[src/rtl/sid_pipe_sched_pkg.sv]
// Shared types and timing constants for the SID pipeline scheduler.
// Both voice orderings live here; the top picks one via SID_VOICE3_FIRST_EN.
package sid;

   typedef logic [4:0] sched_k_t;

   // Slot s of the per-core voice order occupies bits [2s+1:2s].
   typedef logic [5:0] voice_order_t;

   localparam sched_k_t SCHED_LEN     = 5'd19;
   localparam sched_k_t SCHED_F1_LOAD = 5'd4;
   localparam sched_k_t SCHED_F2_LOAD = 5'd11;
   localparam int       FILTER_STAGES = 7;

   localparam voice_order_t VOICE_ORDER_DEFAULT  = {2'd2, 2'd1, 2'd0};
   localparam voice_order_t VOICE_ORDER_V3_FIRST = {2'd1, 2'd0, 2'd2};

   typedef struct packed {
      logic       busy;
      logic       voice_load;
      logic       voice_core;
      logic [1:0] voice_no;
      logic       result_valid;
      logic       result_core;
      logic [1:0] result_no;
      logic       voice_active;
      logic [1:0] osc3_strobe;
      logic       filter_load;
      logic       filter_core;
      logic [2:0] filter_stage;
      logic [1:0] filter_done;
      logic       overrun;
   } sched_out_t;

   function automatic logic [1:0] voice_at(input voice_order_t ord, input logic [1:0] slot);
      return ord[{slot, 1'b0} +: 2];
   endfunction

endpackage

[src/rtl/sid_pipe_sched.sv]
// 19-cycle scheduler sharing the voice and filter pipelines between two SID cores.
// SID_VOICE3_FIRST_EN: feed voice3 first in each core so OSC3 readback is earlier.
module sid_pipe_sched
   import sid::*;
(
   input  logic       clk,
   input  logic       rst_n,
   input  logic       start,
   output logic       busy,
   output logic       voice_load,
   output logic       voice_core,
   output logic [1:0] voice_no,
   output logic       result_valid,
   output logic       result_core,
   output logic [1:0] result_no,
   output logic       voice_active,
   output logic [1:0] osc3_strobe,
   output logic       filter_load,
   output logic       filter_core,
   output logic [2:0] filter_stage,
   output logic [1:0] filter_done,
   output logic       overrun
);

`ifdef SID_VOICE3_FIRST_EN
   localparam voice_order_t ORDER = VOICE_ORDER_V3_FIRST;
`else
   localparam voice_order_t ORDER = VOICE_ORDER_DEFAULT;
`endif

   localparam sched_k_t F1_LAST = SCHED_F1_LOAD + sched_k_t'(FILTER_STAGES);
   localparam sched_k_t F2_LAST = SCHED_F2_LOAD + sched_k_t'(FILTER_STAGES);

   sched_k_t   k_q, k_d;
   sched_out_t out_q, out_d;
   logic       start_ok;
   sched_k_t   load_idx, res_idx;

   // Index 0..5 across both cores -> slot 0..2 within a core.
   function automatic logic [1:0] slot_of(input sched_k_t idx);
      return (idx >= 5'd3) ? 2'(idx - 5'd3) : 2'(idx);
   endfunction

   always_comb begin
      k_d      = '0;
      out_d    = '0;
      load_idx = k_d - 5'd1;
      res_idx  = k_d - 5'd2;
      start_ok = (k_q == 5'd0) || (k_q == SCHED_LEN);

      if (start && start_ok) begin
         k_d = 5'd1;
      end else if (k_q != 5'd0 && k_q != SCHED_LEN) begin
         k_d = k_q + 5'd1;
      end

      // Outputs are decoded from the next count so they line up with k once registered.
      load_idx = k_d - 5'd1;
      res_idx  = k_d - 5'd2;

      out_d.overrun = out_q.overrun | (start & ~start_ok);
      out_d.busy    = (k_d != 5'd0);

      if (k_d >= 5'd1 && k_d <= 5'd6) begin
         out_d.voice_load = 1'b1;
         out_d.voice_core = (k_d >= 5'd4);
         out_d.voice_no   = voice_at(ORDER, slot_of(load_idx));
      end

      if (k_d >= 5'd2 && k_d <= 5'd7) begin
         out_d.result_valid = 1'b1;
         out_d.voice_active = 1'b1;
         out_d.result_core  = (k_d >= 5'd5);
         out_d.result_no    = voice_at(ORDER, slot_of(res_idx));
         if (out_d.result_no == 2'd2) begin
            out_d.osc3_strobe = out_d.result_core ? 2'b10 : 2'b01;
         end
      end

      out_d.filter_load = (k_d == SCHED_F1_LOAD) || (k_d == SCHED_F2_LOAD);
      out_d.filter_core = (k_d >= SCHED_F2_LOAD) && (k_d <= F2_LAST);

      if (k_d > SCHED_F1_LOAD && k_d <= F1_LAST) begin
         out_d.filter_stage = 3'(k_d - SCHED_F1_LOAD);
      end else if (k_d > SCHED_F2_LOAD && k_d <= F2_LAST) begin
         out_d.filter_stage = 3'(k_d - SCHED_F2_LOAD);
      end

      out_d.filter_done[0] = (k_d == F1_LAST + 5'd1);
      out_d.filter_done[1] = (k_d == F2_LAST + 5'd1);
   end

   always_ff @(posedge clk or negedge rst_n) begin
      if (!rst_n) begin
         k_q   <= '0;
         out_q <= '0;
      end else begin
         k_q   <= k_d;
         out_q <= out_d;
      end
   end

   assign busy         = out_q.busy;
   assign voice_load   = out_q.voice_load;
   assign voice_core   = out_q.voice_core;
   assign voice_no     = out_q.voice_no;
   assign result_valid = out_q.result_valid;
   assign result_core  = out_q.result_core;
   assign result_no    = out_q.result_no;
   assign voice_active = out_q.voice_active;
   assign osc3_strobe  = out_q.osc3_strobe;
   assign filter_load  = out_q.filter_load;
   assign filter_core  = out_q.filter_core;
   assign filter_stage = out_q.filter_stage;
   assign filter_done  = out_q.filter_done;
   assign overrun      = out_q.overrun;

endmodule

[config.mk]
export PLATFORM = sky130hd
export DESIGN_NAME = sid_pipe_sched
export DESIGN_NICKNAME = d
export VERILOG_FILES = /design/src/rtl/sid_pipe_sched_pkg.sv /design/src/rtl/sid_pipe_sched.sv
export SDC_FILE = /design/constraint.sdc
export NUM_CORES = 1
export LEC_CHECK = 0
export ABC_AREA = 1
export CAP_MARGIN = 10
export CORE_MARGIN = 2
export CORE_UTILIZATION = 35
export CTS_BUF_LIST = sky130_fd_sc_hd__clkbuf_8
export CTS_CLUSTER_SIZE = 24
export DETAILED_ROUTE_END_ITERATION = 8
export PLACE_DENSITY = 0.54
export SKIP_LAST_GASP = 1
export SLEW_MARGIN = 10
export SYNTH_ARGS = -nofsm -noshare
export SYNTH_HDL_FRONTEND = slang
export SYNTH_SLANG_ARGS = --single-unit
export TNS_END_PERCENT = 50
[constraint.sdc]
create_clock -name clk -period 2.8 [get_ports clk]
set_input_delay 0.84 -clock clk [delete_from_list [all_inputs] [get_ports clk]]
set_output_delay 0.84 -clock clk [all_outputs]
set_load 0.05 [all_outputs]
# --- Word-level counts from Yosys, hierarchy flattened ---
# Index checks and enable logic that the tools add are counted.
# W data, S select, Z words.
totals:
  ff_bits: 25
  input_bits: 3
  output_inout_bits: 20
  elab_cells: 69
classes:
  n_mux: 10
  n_addsub: 7
  reduce_logical: 12
  n_bitwise: 3
  shift: 2
  n_lt_le_gt_ge: 13
  eq_ne: 7
ops:
  columns: ["op", "count"]
  rows:
  - ["$ge A5 B2 Y1 const B", 3]
  - ["$shiftx A6 B4 Y2 const A", 2]
  - ["$eq A5 B4 Y1 const B", 2]
  - ["$eq A5 B5 Y1 const B", 2]
  - ["$ge A5 B3 Y1 const B", 2]
  - ["$le A5 B3 Y1 const B", 2]
  - ["$mux W5", 2]
  - ["$reduce_bool A5 Y1", 2]
  - ["$mux W2", 4]
  - ["$logic_and A1 B1 Y1", 7]
  - ["$mux W7", 1]
  - ["$mux W3", 2]
  - ["$add A5 B1 Y5 const B", 1]
  - ["$eq A5 B3 Y1 const B", 1]
  - ["$ge A5 B1 Y1 const B", 1]
  - ["$ge A5 B4 Y1 const B", 1]
  - ["$gt A5 B3 Y1 const B", 1]
  - ["$gt A5 B4 Y1 const B", 1]
  - ["$le A5 B4 Y1 const B", 1]
  - ["$le A5 B5 Y1 const B", 1]
  - ["$logic_not A5 Y1", 1]
  - ["$ne A5 B5 Y1 const B", 1]
  - ["$sub A5 B1 Y5 const B", 1]
  - ["$sub A5 B2 Y5 const B", 1]
  - ["other kinds (9)", 11]

# --- Logic depth before layout (Yosys ltp) ---
logic_depth:
  ltp_word: 11
  ltp_mapped: 17
  depth_no_buf: 17

# --- Least setup slack after synthesis ---
# No wires, ideal clock.
synth_timing:
  kind: "in2reg"
  start: "input start"
  end: "register out_q, in the netlist voice_no[1]"
  setup_ps: 71
  path_buffers: 0
  t_arrival_ps: 2026
  t_required_ps: 2729
  setup_slack_ps: 703
  stages: 10
  cell_sequence: "inv_1 o21ai_4 ha_1 inv_1 nor2_1 nor2_4 nand2_2 nand2_1 nand3_1 nor2_1"
synth_rtl:
  columns: ["element", "line_no", "rtl"]
  rows:
  - ["start: declaration", "sid_pipe_sched.sv:8", "input logic start,"]
  - ["end signal: assignment", "sid_pipe_sched.sv:99", "out_q <= out_d;"]
  - ["end: declaration", "sid_pipe_sched.sv:35", "sched_out_t out_q, out_d;"]

==> flow_summary_export.csv <==
group,metric,value,unit
routing,routed_via_density,4.73,
routing,ant_nets,0,
timing,slew_headroom,0.664,
cts,cts-buffers-inserted,3,
cts,postCtsSetupBuffers,0,
timing,worstMarginPinSlew,502,ps
timing,hold_violations,0,
placement,gp_congestion,0.832,
cts,cts_resized,0,
global_routing,grt_max_degree,25,
timing,fmax,422,MHz
global_routing,grt_pass1_vias,1207,
cts,cts_tree,"built",
die,ios,23,
routing,drt-pass1-iter-count,4,
critical_path,slowest_stage,"clkdlybuf4s50_1",
worst_hold_path,worstHoldPathCells,1,
die,start_util,0.365,
die,row_count,23,
placement,dp_hpwl,2350,µm
cts,htreeDepth,1,
global_routing,antenna_found_initial,0,
timing,min_period_over_period,0.847,
timing,finClkSkew,6.76,ps
cts,ctsHoldBuffers,0,
synthesis,synth_fp_nets,191,
layout,antenna_cells,0,
synthesis,synth_cell_type_count,26,
worst_hold_path,min_path_type,"flop to flop",
cts,clockRootBuffer,"clkbuf_8",
global_routing,grtUsageTotal,0.152,
layout,final_common_cell,"nand2_1",
placement,placed_area,0.00176,mm²
job,max_cap_viol_count,0,
routing,wirelength,3020,µm
die,fp.dieArea,0.00473,mm²
critical_path,rr_worst_depth,12,
critical_path,crit_type,"primary input to flop",
synthesis,postSynthCellCount,178,
routing,wl_per_cell,11.8,µm
critical_path,slowest_delay,450,ps
layout,stdcell_area,0.00184,mm²
timing,layout_min_cycle_time,2370,ps
layout,final_util,0.456,
critical_path,required,3000,ps
die,fp.dieW,68.8,µm
layout,drive_above_1_share,0.160,
layout,nets,220,
cts,insertion_delay,270,ps
synthesis,synth-warning-count,0,
global_routing,grt_pass1_wl,5340,µm
routing,initialDrtViolationCount,61,
critical_path,worst_setup_path_start_kind,"primary input",
die,core_area,0.00403,mm²
die,die_h,68.8,µm
critical_path,critical_path.endpoint_type,"flop",
global_routing,gr-total-overflow,0,
cts,path_clk_slew,90,ps
layout,final_cell_mix,"nand2_1 (39), dfrtp_1 (24), inv_1 (22), clkdlybuf4s50_1 (22)",
routing,drc,0,
critical_path,crit_chain,"clkdlybuf4s50_1 > inv_1 > o21ai_4 > ha_1 > inv_1 > nor2_1 > nor2_4 > nand2_2 > nand2_1 > nand3_1 > nor2_1",
timing,slew_viol_final,0,
synthesis,synth_seq_cells,24,
critical_path,cp.arrival,2570,ps
cts,clk_path_buf_depth,2,
timing,rsz0062_at_grt,"false",
outcome,status,"completed",
placement,io_buffers,22,
timing,tns,0,ps
synthesis,avgSynthCellArea,8.26,µm²
routing,vias,1210,
synthesis,syn_area,0.00147,mm²
cts,cts.sinks,24,
critical_path,cp_max_fo,5,
layout,area.growth.synth_to_final,24.9,%
timing,setup_viol,0,
synthesis,yosysSeqAreaShare,0.409,
[cell usage after synthesis (all sizes together)]
cell type  count  area, µm²
o21ai          6       45.1
nand2         50        235
a21oi          1       5.00
nand4          4       31.3
nand3         23        145
nor2          27        134
inv           23       86.3
clkinv         1       3.75
ha            10        125
buf            2       18.8
nor3           5       25.0
dfrtp         24        601
a21boi         1       7.51
o21bai         1       7.51
[routing by layer]
metal,GRT usage,vias to the layer above,share of wire
met1,0.206,564,0.49
li1,-,619,-
met4,0.0490,0,0.0096
met5,0,-,0
met2,0.246,23,0.46
met3,0.0227,4,0.036
[area by class of cell]
type	count	area, µm²
timing repair buffer	26	250
inverter	24	90.1
clock inverter	1	30.0
multi-input combinational	128	761
clock buffer	3	41.3
sequential	24	601
tap	50	62.6
fill	403	2190
[path summary, 6_finish.rpt]
check / startpoint / endpoint / slack (ps)
max: start / voice_no[1]$_DFF_PN0_ / 430
min: overrun$_DFF_PN0_ / overrun$_DFF_PN0_ / 490
max reg2reg: k_q[0]$_DFF_PN0_ / osc3_strobe[0]$_DFF_PN0_ / 450
min reg2reg: overrun$_DFF_PN0_ / overrun$_DFF_PN0_ / 490
max in group asynchronous: rst_n / result_no[0]$_DFF_PN0_ / 1640
min in group asynchronous: rst_n / filter_done[1]$_DFF_PN0_ / 920
[cells by family after synthesis]
family | Yosys count | share of synthesized area
AOI/OAI and AO/OA | 9 | 0.0443
adders and majority gates | 10 | 0.0851
buffers and inverters | 26 | 0.0740
DFF | 24 | 0.409
and+or+nand+nor | 109 | 0.388
[registers in the layout, summed over array words and instances, names as in the netlist]
register,count
busy,1
filter_core,1
filter_done,2
filter_load,1
filter_stage,3
k_q,5
osc3_strobe,2
overrun,1
result_core,1
result_no,2
result_valid,1
voice_core,1
voice_load,1
voice_no,2
[per-stage QoR]
stage	hold WS, ps	std cells	worst slack (ps)
6_report	494	256	429
5_1_grt	505	256	211
4_1_cts	496	256	432
3_5_place_dp	469	252	166
3_3_place_gp	471	252	218
2_1_floorplan	544	178	703
[worst max-delay path: cells and delay by family]
| kind | cells | cell delay (ps) |
|---|---|---|
| AND/OR/NAND/NOR | 6 | 570 |
| adder cells (fa/ha/maj) | 1 | 280 |
| buffers and inverters | 3 | 650 |
| AO/OA/AOI/OAI | 1 | 220 |
Power is not shown: default switching activity piles up to over one toggle a cycle in this logic, so the estimate is an artifact.
